--- src/rtl/gpio_in_conditioner_if.sv ---
// Pad-side and GPIO-side signal bundle of the GPIO input conditioner.
// The conditioner sits on the slave side and the bench or parent drives the master side.
interface gpio_in_conditioner_if;
  logic [15:0] PADIN;
  logic        ENABLE;
  logic        PARITYSEL;
  logic        PERR_INJ;
  logic        EVTCLR;
  logic [16:0] GPIOIN;
  logic        CHG_PULSE;
  logic [7:0]  EVTCNT;

  modport master (
    output PADIN, ENABLE, PARITYSEL, PERR_INJ, EVTCLR,
    input  GPIOIN, CHG_PULSE, EVTCNT
  );

  modport slave (
    input  PADIN, ENABLE, PARITYSEL, PERR_INJ, EVTCLR,
    output GPIOIN, CHG_PULSE, EVTCNT
  );
endinterface

--- src/rtl/gpio_in_conditioner.sv ---
// GPIO input front end: it synchronises and debounces 16 pads, then appends a selectable parity bit.
// It also produces a change pulse, a saturating change counter and a one-cycle parity-error injection.
module gpio_in_conditioner #(
  parameter int unsigned SYNC_STAGES = 2,
  parameter int unsigned DB_CYCLES   = 4
) (
  input logic             HCLK,
  input logic             HRESETn,
  gpio_in_conditioner_if.slave gpio
);

  localparam int unsigned CNT_W = (DB_CYCLES > 1) ? $clog2(DB_CYCLES) : 1;
  localparam logic [CNT_W-1:0] CNT_LAST = CNT_W'(DB_CYCLES - 1);

  if (SYNC_STAGES < 2 || SYNC_STAGES > 4 || DB_CYCLES < 1 || DB_CYCLES > 255) begin : g_param_check
    $error("gpio_in_conditioner: SYNC_STAGES or DB_CYCLES out of range");
  end

  logic [SYNC_STAGES-1:0][15:0] sync_q;
  logic [15:0]                  sync_s;
  logic [15:0][CNT_W-1:0]       cnt_q;
  logic [15:0][CNT_W-1:0]       cnt_d;
  logic [15:0]                  stable_q;
  logic [15:0]                  stable_d;
  logic                         update;
  logic                         inj_q;
  logic                         chg_q;
  logic [7:0]                   evt_q;
  logic [7:0]                   evt_d;
  logic                         parity;

  always_ff @(posedge HCLK or negedge HRESETn) begin
    if (!HRESETn) begin
      sync_q <= '0;
    end else begin
      sync_q <= {sync_q[SYNC_STAGES-2:0], gpio.PADIN};
    end
  end

  assign sync_s = sync_q[SYNC_STAGES-1];

  // A bit is accepted on the edge where its counter is already at DB_CYCLES-1.
  // That takes DB_CYCLES consecutive differing samples, with no extra cycle to commit.
  always_comb begin
    stable_d = stable_q;
    cnt_d    = '0;
    for (int unsigned i = 0; i < 16; i++) begin
      if (gpio.ENABLE && (sync_s[i] != stable_q[i])) begin
        if (cnt_q[i] == CNT_LAST) begin
          stable_d[i] = sync_s[i];
        end else begin
          cnt_d[i] = cnt_q[i] + CNT_W'(1);
        end
      end
    end
  end

  assign update = (stable_d != stable_q);

  always_comb begin
    evt_d = evt_q;
    if (gpio.EVTCLR) begin
      evt_d = {7'd0, update};
    end else if (update && (evt_q != 8'hFF)) begin
      evt_d = evt_q + 8'd1;
    end
  end

  always_ff @(posedge HCLK or negedge HRESETn) begin
    if (!HRESETn) begin
      cnt_q    <= '0;
      stable_q <= '0;
      chg_q    <= 1'b0;
      evt_q    <= '0;
      inj_q    <= 1'b0;
    end else begin
      cnt_q    <= cnt_d;
      stable_q <= stable_d;
      chg_q    <= update;
      evt_q    <= evt_d;
      inj_q    <= ~inj_q & gpio.PERR_INJ;
    end
  end

  assign parity         = (gpio.PARITYSEL ? ~^stable_q : ^stable_q) ^ inj_q;
  assign gpio.GPIOIN    = {parity, stable_q};
  assign gpio.CHG_PULSE = chg_q;
  assign gpio.EVTCNT    = evt_q;

endmodule

--- src/flat_wrapper.sv ---
// flat-port wrapper written by rule: the top's interface ports become plain ports
module gpio_in_conditioner_flat 
#(
  parameter int unsigned SYNC_STAGES = 2,
  parameter int unsigned DB_CYCLES   = 4
)
  (HCLK, HRESETn, gpio_PADIN, gpio_ENABLE, gpio_PARITYSEL, gpio_PERR_INJ, gpio_EVTCLR, gpio_GPIOIN, gpio_CHG_PULSE, gpio_EVTCNT);
  gpio_in_conditioner_if gpio_i ();
  input logic HCLK;
  input logic HRESETn;
  input wire logic [$bits(gpio_i.PADIN)-1:0] gpio_PADIN;
  input wire logic [$bits(gpio_i.ENABLE)-1:0] gpio_ENABLE;
  input wire logic [$bits(gpio_i.PARITYSEL)-1:0] gpio_PARITYSEL;
  input wire logic [$bits(gpio_i.PERR_INJ)-1:0] gpio_PERR_INJ;
  input wire logic [$bits(gpio_i.EVTCLR)-1:0] gpio_EVTCLR;
  output wire logic [$bits(gpio_i.GPIOIN)-1:0] gpio_GPIOIN;
  output wire logic [$bits(gpio_i.CHG_PULSE)-1:0] gpio_CHG_PULSE;
  output wire logic [$bits(gpio_i.EVTCNT)-1:0] gpio_EVTCNT;
  assign gpio_i.PADIN = gpio_PADIN;
  assign gpio_i.ENABLE = gpio_ENABLE;
  assign gpio_i.PARITYSEL = gpio_PARITYSEL;
  assign gpio_i.PERR_INJ = gpio_PERR_INJ;
  assign gpio_i.EVTCLR = gpio_EVTCLR;
  assign gpio_GPIOIN = gpio_i.GPIOIN;
  assign gpio_CHG_PULSE = gpio_i.CHG_PULSE;
  assign gpio_EVTCNT = gpio_i.EVTCNT;
  gpio_in_conditioner #(.SYNC_STAGES(SYNC_STAGES), .DB_CYCLES(DB_CYCLES)) u_core (.HCLK(HCLK), .HRESETn(HRESETn), .gpio(gpio_i));
endmodule
--- config.mk ---
export PLATFORM = sky130hd
export DESIGN_NAME = gpio_in_conditioner_flat
export DESIGN_NICKNAME = d
export VERILOG_FILES = /design/src/rtl/gpio_in_conditioner_if.sv /design/src/rtl/gpio_in_conditioner.sv /design/src/flat_wrapper.sv
export SDC_FILE = /design/constraint.sdc
export NUM_CORES = 1
export LEC_CHECK = 0
export BUFFER_PORTS_ARGS = -buffer_cell sky130_fd_sc_hd__buf_2
export CORE_MARGIN = 2
export CORE_UTILIZATION = 45
export DETAILED_ROUTE_END_ITERATION = 10
export HOLD_SLACK_MARGIN = 0.15
export SETUP_SLACK_MARGIN = 0.1
export SKIP_LAST_GASP = 1
export SLEW_MARGIN = 20
export SYNTH_ARGS = -nofsm -noshare
export SYNTH_HDL_FRONTEND = slang
export SYNTH_SLANG_ARGS = --single-unit
--- constraint.sdc ---
create_clock -name HCLK -period 2.2 [get_ports HCLK]
set_clock_uncertainty 0.05 [all_clocks]
set_input_delay 0.11 -clock HCLK [delete_from_list [all_inputs] [get_ports HCLK]]
set_output_delay 0.11 -clock HCLK [all_outputs]
set_load 0.005 [all_outputs]
## After elaboration in Yosys (flattened, before gate mapping)

Cells that the tools add are included.

| cells by class | value |
|---|---|
| add/sub/neg operators | 17 |
| equality and inequality tests | 34 |
| mux-type cells | 67 |
| bitwise logic cells | 3 |
| reductions and logical operators | 20 |

Operators by type and width:

| cell | number |
|---|---|
| $mux W2 | 32 |
| $mux W1 | 33 |
| $add A2 B1 Y2 const B | 16 |
| $eq A2 B2 Y1 const B | 16 |
| $logic_and A1 B1 Y1 | 17 |
| $mux W8 | 2 |
| $ne A1 B1 Y1 | 16 |
| $ne A16 B16 Y1 | 1 |
| $reduce_xnor A16 Y1 | 1 |
| $reduce_xor A16 Y1 | 1 |
| $add A8 B1 Y8 const B | 1 |
| $ne A8 B8 Y1 const B | 1 |
| $reduce_bool A2 Y1 | 1 |
| $and A1 B1 Y1 | 1 |
| $not A1 Y1 | 1 |
| $xor A1 B1 Y1 | 1 |

| word-level totals | value |
|---|---|
| register bits | 90 |
| bits of input ports | 22 |
| output and inout bits | 26 |
| logic and storage cells | 163 |

## Depth between registers and ports, before layout

| depth | value |
|---|---|
| depth in word-level cells | 7 |
| mapped depth | 8 |
| mapped depth without buffers | 7 |

## Worst setup path before layout

Ideal clock, no wire load.

| timing path | value |
|---|---|
| path kind | reg2reg |
| start | register u_core.cnt_q[18] in the netlist's numbering |
| end | register u_core.evt_q[4] (netlist: u_core.gpio.EVTCNT[4]) |
| setup time | 144 ps |
| data arrival time | 1700 ps |
| required time | 2006 ps |
| setup slack | 306 ps |
| stages on the path, launching flop included | 9 |
| buffers on the path | 1 |
| period minus slack after synthesis | 1894 ps |
| cell sequence | dfrtp_1 -> ha_1 -> and2_1 -> a32oi_1 -> nand3_1 -> nor4_4 -> buf_6 -> nand4b_1 -> a221oi_2 |

| between the ends | value |
|---|---|
| longest elaborated chain between the ends | 6 |

Ends and longest elaborated chain:

| element | RTL line | text |
|---|---|---|
| start: declaration | gpio_in_conditioner.sv:21 | `logic [15:0][CNT_W-1:0] cnt_q;` |
| start signal: assignment | gpio_in_conditioner.sv:77 | `cnt_q <= cnt_d;` |
| $eq A2 B2 Y1 | gpio_in_conditioner.sv:49 | `if (cnt_q[i] == CNT_LAST) begin` |
| $mux W1 | gpio_in_conditioner.sv:49 |  |
| $mux W1 | gpio_in_conditioner.sv:48 | `if (gpio.ENABLE && (sync_s[i] != stable_q[i])) begin` |
| $ne A16 B16 Y1 | gpio_in_conditioner.sv:58 | `assign update = (stable_d != stable_q);` |
| $logic_and A1 B1 Y1 | gpio_in_conditioner.sv:64 | `end else if (update && (evt_q != 8'hFF)) begin` |
| $reduce_bool A2 Y1 (no source line) | n/a |  |
| end signal: assignment | gpio_in_conditioner.sv:80 | `evt_q <= evt_d;` |
| end: declaration | gpio_in_conditioner.sv:28 | `logic [7:0] evt_q;` |

Every way passes these cells.
A chain may end at the register's enable or synchronous reset.

## Final worst setup path

| timing path | value |
|---|---|
| start | register u_core.cnt_q[20] in the netlist's numbering |
| end | register u_core.evt_q[4] (netlist: u_core.gpio.EVTCNT[4]) |

Same word-level chain as after synthesis.

==> impl_metrics.csv <==
group,metric,value,unit
logic_synthesis,ys_top_cells_by_area,"dfrtp_1, ha_1, mux2_2",
min_path,hp-start,"gpio_ENABLE",
critical_path,r2r_start,"u_core.cnt_q[20]",
clock_tree,ctsHtreeMaxLevel,3,
clock_tree,clk_path_buf_depth,2,
routing,vias,2352,
outcome,status,"finished clean",
logic_synthesis,syn-num-nets,321,
logic_synthesis,synthTopCellsByCount,"dfrtp_1, nand2_1, xor2_1",
sta,fmax,493,MHz
global_route,grt_max_degree,46,
layout,final_util,58.2,%
sta,tns,0,ns
placed_design,dp_slack,0.151,ns
critical_path,crit_type,"flop to flop",
layout,n_antenna_cell,0,
critical_path,slowest_delay,0.39,ns
routing,drt.antenna.violating_nets,0,
clock_tree,clk_latency,0.36,ns
layout,fill_cells,651,
min_path,min_path_type,"primary input to flop",
routing,viasPerCell,4.99,
logic_synthesis,synthArstFlopShare,100,%
placed_design,gp_congestion,0.780,
placed_design,numPortBuffers,47,
critical_path,r2r_slack,0.17,ns
layout,drive_gt1_share,30.6,%
job,drv_cap,0,
min_path,whs_path_depth,2,
global_route,grt_pass1_wl,11000,um
sta,finalSetupViolCount,0,
sta,finalHoldViolCount,0,
critical_path,startpoint_type,"flop",
placed_design,dp.cells,430,
min_path,min_to,"u_core.cnt_q[31]",
logic_synthesis,syn_area,0.00367,mm^2
routing,routed_wl,6600,um
routing,drtIter0Drc,65,
power,total_leakage_power,2.32,nW
global_route,antenna_found_initial,0,
logic_synthesis,synth_most_common_cell,"dfrtp_1",
critical_path,crit_arrival,2.25,ns
logic_synthesis,synth_edf_count,0,
die,start_util,47.0,%
logic_synthesis,avgSynthCellArea,13.0,um^2
critical_path,required,2.43,ns
logic_synthesis,syn_inst,282,
logic_synthesis,yosysTopAreaCell,"dfrtp_1",
sta,worst_pin_slew,0.587,ns
layout,finalNonFillerCells,471,
sta,slew_viol_final,0,
critical_path,crit_path_top_delay_cell,"dfrtp_1",
layout,finalInstanceArea,0.00454,mm^2
die,die_w,94.3,um
critical_path,crit_chain,"ha_1 > and2_1 > a32oi_1 > nand3_1 > nor4_4 > buf_6 > nor2b_2 > a221oi_2",
critical_path,critPathCaptureType,"flop",
die,num_rows,32,
logic_synthesis,synth-seq-area-share,61.4,%
die,io_pins,48,
clock_tree,clk_pin_slew,0.09,ns
logic_synthesis,yosys_most_used_dff,"dfrtp_1",
routing,drc_errors,0,
sta,grt_setup_unrepaired,"yes",
logic_synthesis,ys_warn_count,0,
critical_path,cp_max_fo,6,
clock_tree,cts_sinks,90,
logic_synthesis,ys_ff_latch,90,
power,power.density,895,mW/mm^2
routing,drtPass1Iterations,4,
placed_design,post-dp-hpwl,4400,um
logic_synthesis,yosysUniqueCellTypes,35,
global_route,globalRouteOverflowTotal,0,
die,core-area,0.00781,mm^2
die,dieArea,0.00889,mm^2
sta,whs,0.179,ns
power,power.total,4.06,mW
critical_path,r2r_cells,8,
clock_tree,numCtsBuffers,9,
layout,layout.nets,403,
routing,wl_per_cell,14.0,um
sta,max_slew_margin,60.9,%
layout,syn_to_final_growth,23.8,%
global_route,grt_usage,16.2,%
sta,fin_crit_sh,92.1,%
clock_tree,cts-root-buf,"clkbuf_8",
sta,min_period,2.03,ns
logic_synthesis,synth_top_area_share,61.4,%
global_route,grt_pass1_vias,2381,
die,die_h,94.3,um
sta,finalWorstSetupSlack,0.173,ns
power,vdd.ir_drop.worst,415,uV
clock_tree,tritoncts,"built",
placed_design,placed_area,0.00406,mm^2
critical_path,rr_endpoint,"u_core.gpio.EVTCNT[4]",
-- registers in the layout, indices dropped and copies added, names as in the netlist --
signal	cells
u_core.stable_q	16
u_core.gpio.CHG_PULSE	1
u_core.gpio.EVTCNT	8
u_core.sync_s	16
u_core.inj_q	1
u_core.sync_q	16
u_core.cnt_q	32
-- cell usage in the layout, fill, tap and decap left out, types with 2 or more instances in the layout --
cell	count
dfrtp_1	88
buf_2	47
nand2_1	29
dlygate4sd3_1	20
xor2_1	19
and3_1	17
ha_1	17
mux2_2	16
nor3_1	16
nand3_1	13
xnor2_1	13
clkbuf_8	11
buf_4	11
a21oi_2	5
and2_1	4
o21ai_2	4
a32oi_1	3
inv_1	3
or3_1	3
nand4_1	2
or3_2	2
nand2b_1	2
clkinvlp_4	2
clkinv_4	2
dfrtp_2	2
-- report_power, final --
group	total [mW]	switching (mW)	internal (mW)
clock network	1.17	0.579	0.591
logic	0.911	0.426	0.485
registers	1.98	0.148	1.83
total	4.06	1.15	2.91
-- worst max-delay path: cells and delay by family (launching register included) --
family | cells | cell delay, ns
adder cells (fa/ha/maj) | 1 | 0.21
AO/OA/AOI/OAI | 2 | 0.45
buffers and inverters | 1 | 0.18
flip-flops | 1 | 0.39
AND/OR/NAND/NOR | 4 | 0.66
-- metal layers --
metal	wire length (um)	vias to the layer above	global-route usage (%)
li1	-	1140	-
met1	3100	1167	20.7
met2	3190	38	26.3
met3	218	7	5.06
met4	87	0	5.43
met5	0	-	0
-- area by class of cell --
cell class	instances	area (um^2)	area share (%)
Clock buffer	11	151	3.33
Multi-Input combinational cell	180	1380	30.5
Clock inverter	5	62.6	1.38
Tap cell	102	128	2.81
Timing Repair Buffer	80	549	12.1
Inverter	3	11.3	0.248
Sequential cell	90	2250	49.7
-- worst max-delay path by stage --
stage / cells past startpoint / from / to
5_1_grt: 6 / u_core.stable_q[7] / gpio_GPIOIN[16]
2_1_floorplan: 8 / u_core.cnt_q[18] / u_core.gpio.EVTCNT[4]
3_5_place_dp: 8 / u_core.cnt_q[18] / u_core.gpio.EVTCNT[4]
6_report: 8 / u_core.cnt_q[20] / u_core.gpio.EVTCNT[4]
3_3_place_gp: 8 / u_core.cnt_q[20] / u_core.gpio.EVTCNT[4]
4_1_cts: 6 / u_core.stable_q[6] / gpio_GPIOIN[16]
-- cells by family (layout without fill, tap and decap cells) --
logic type	Yosys count	count (layout)	share of synthesized area, %
xor+xnor	33	33	7.88
flops	90	90	61.4
compound gates	17	17	3.82
buf+inv	12	99	1.60
mux	17	17	5.19
simple gates	96	96	14.3
fa+ha+maj	17	17	5.80
-- timing repair --
action | CTS | global route
setup endpoints to repair | 1 | 7
hold endpoints to repair | 106 | 0
gates resized for setup | 1 | 7
gates cloned | 0 | 1
pin swaps | 3 | 9
setup buffers | 1 | 3
hold buffers | 20 | 0
Power figures use the tool's default switching activity.
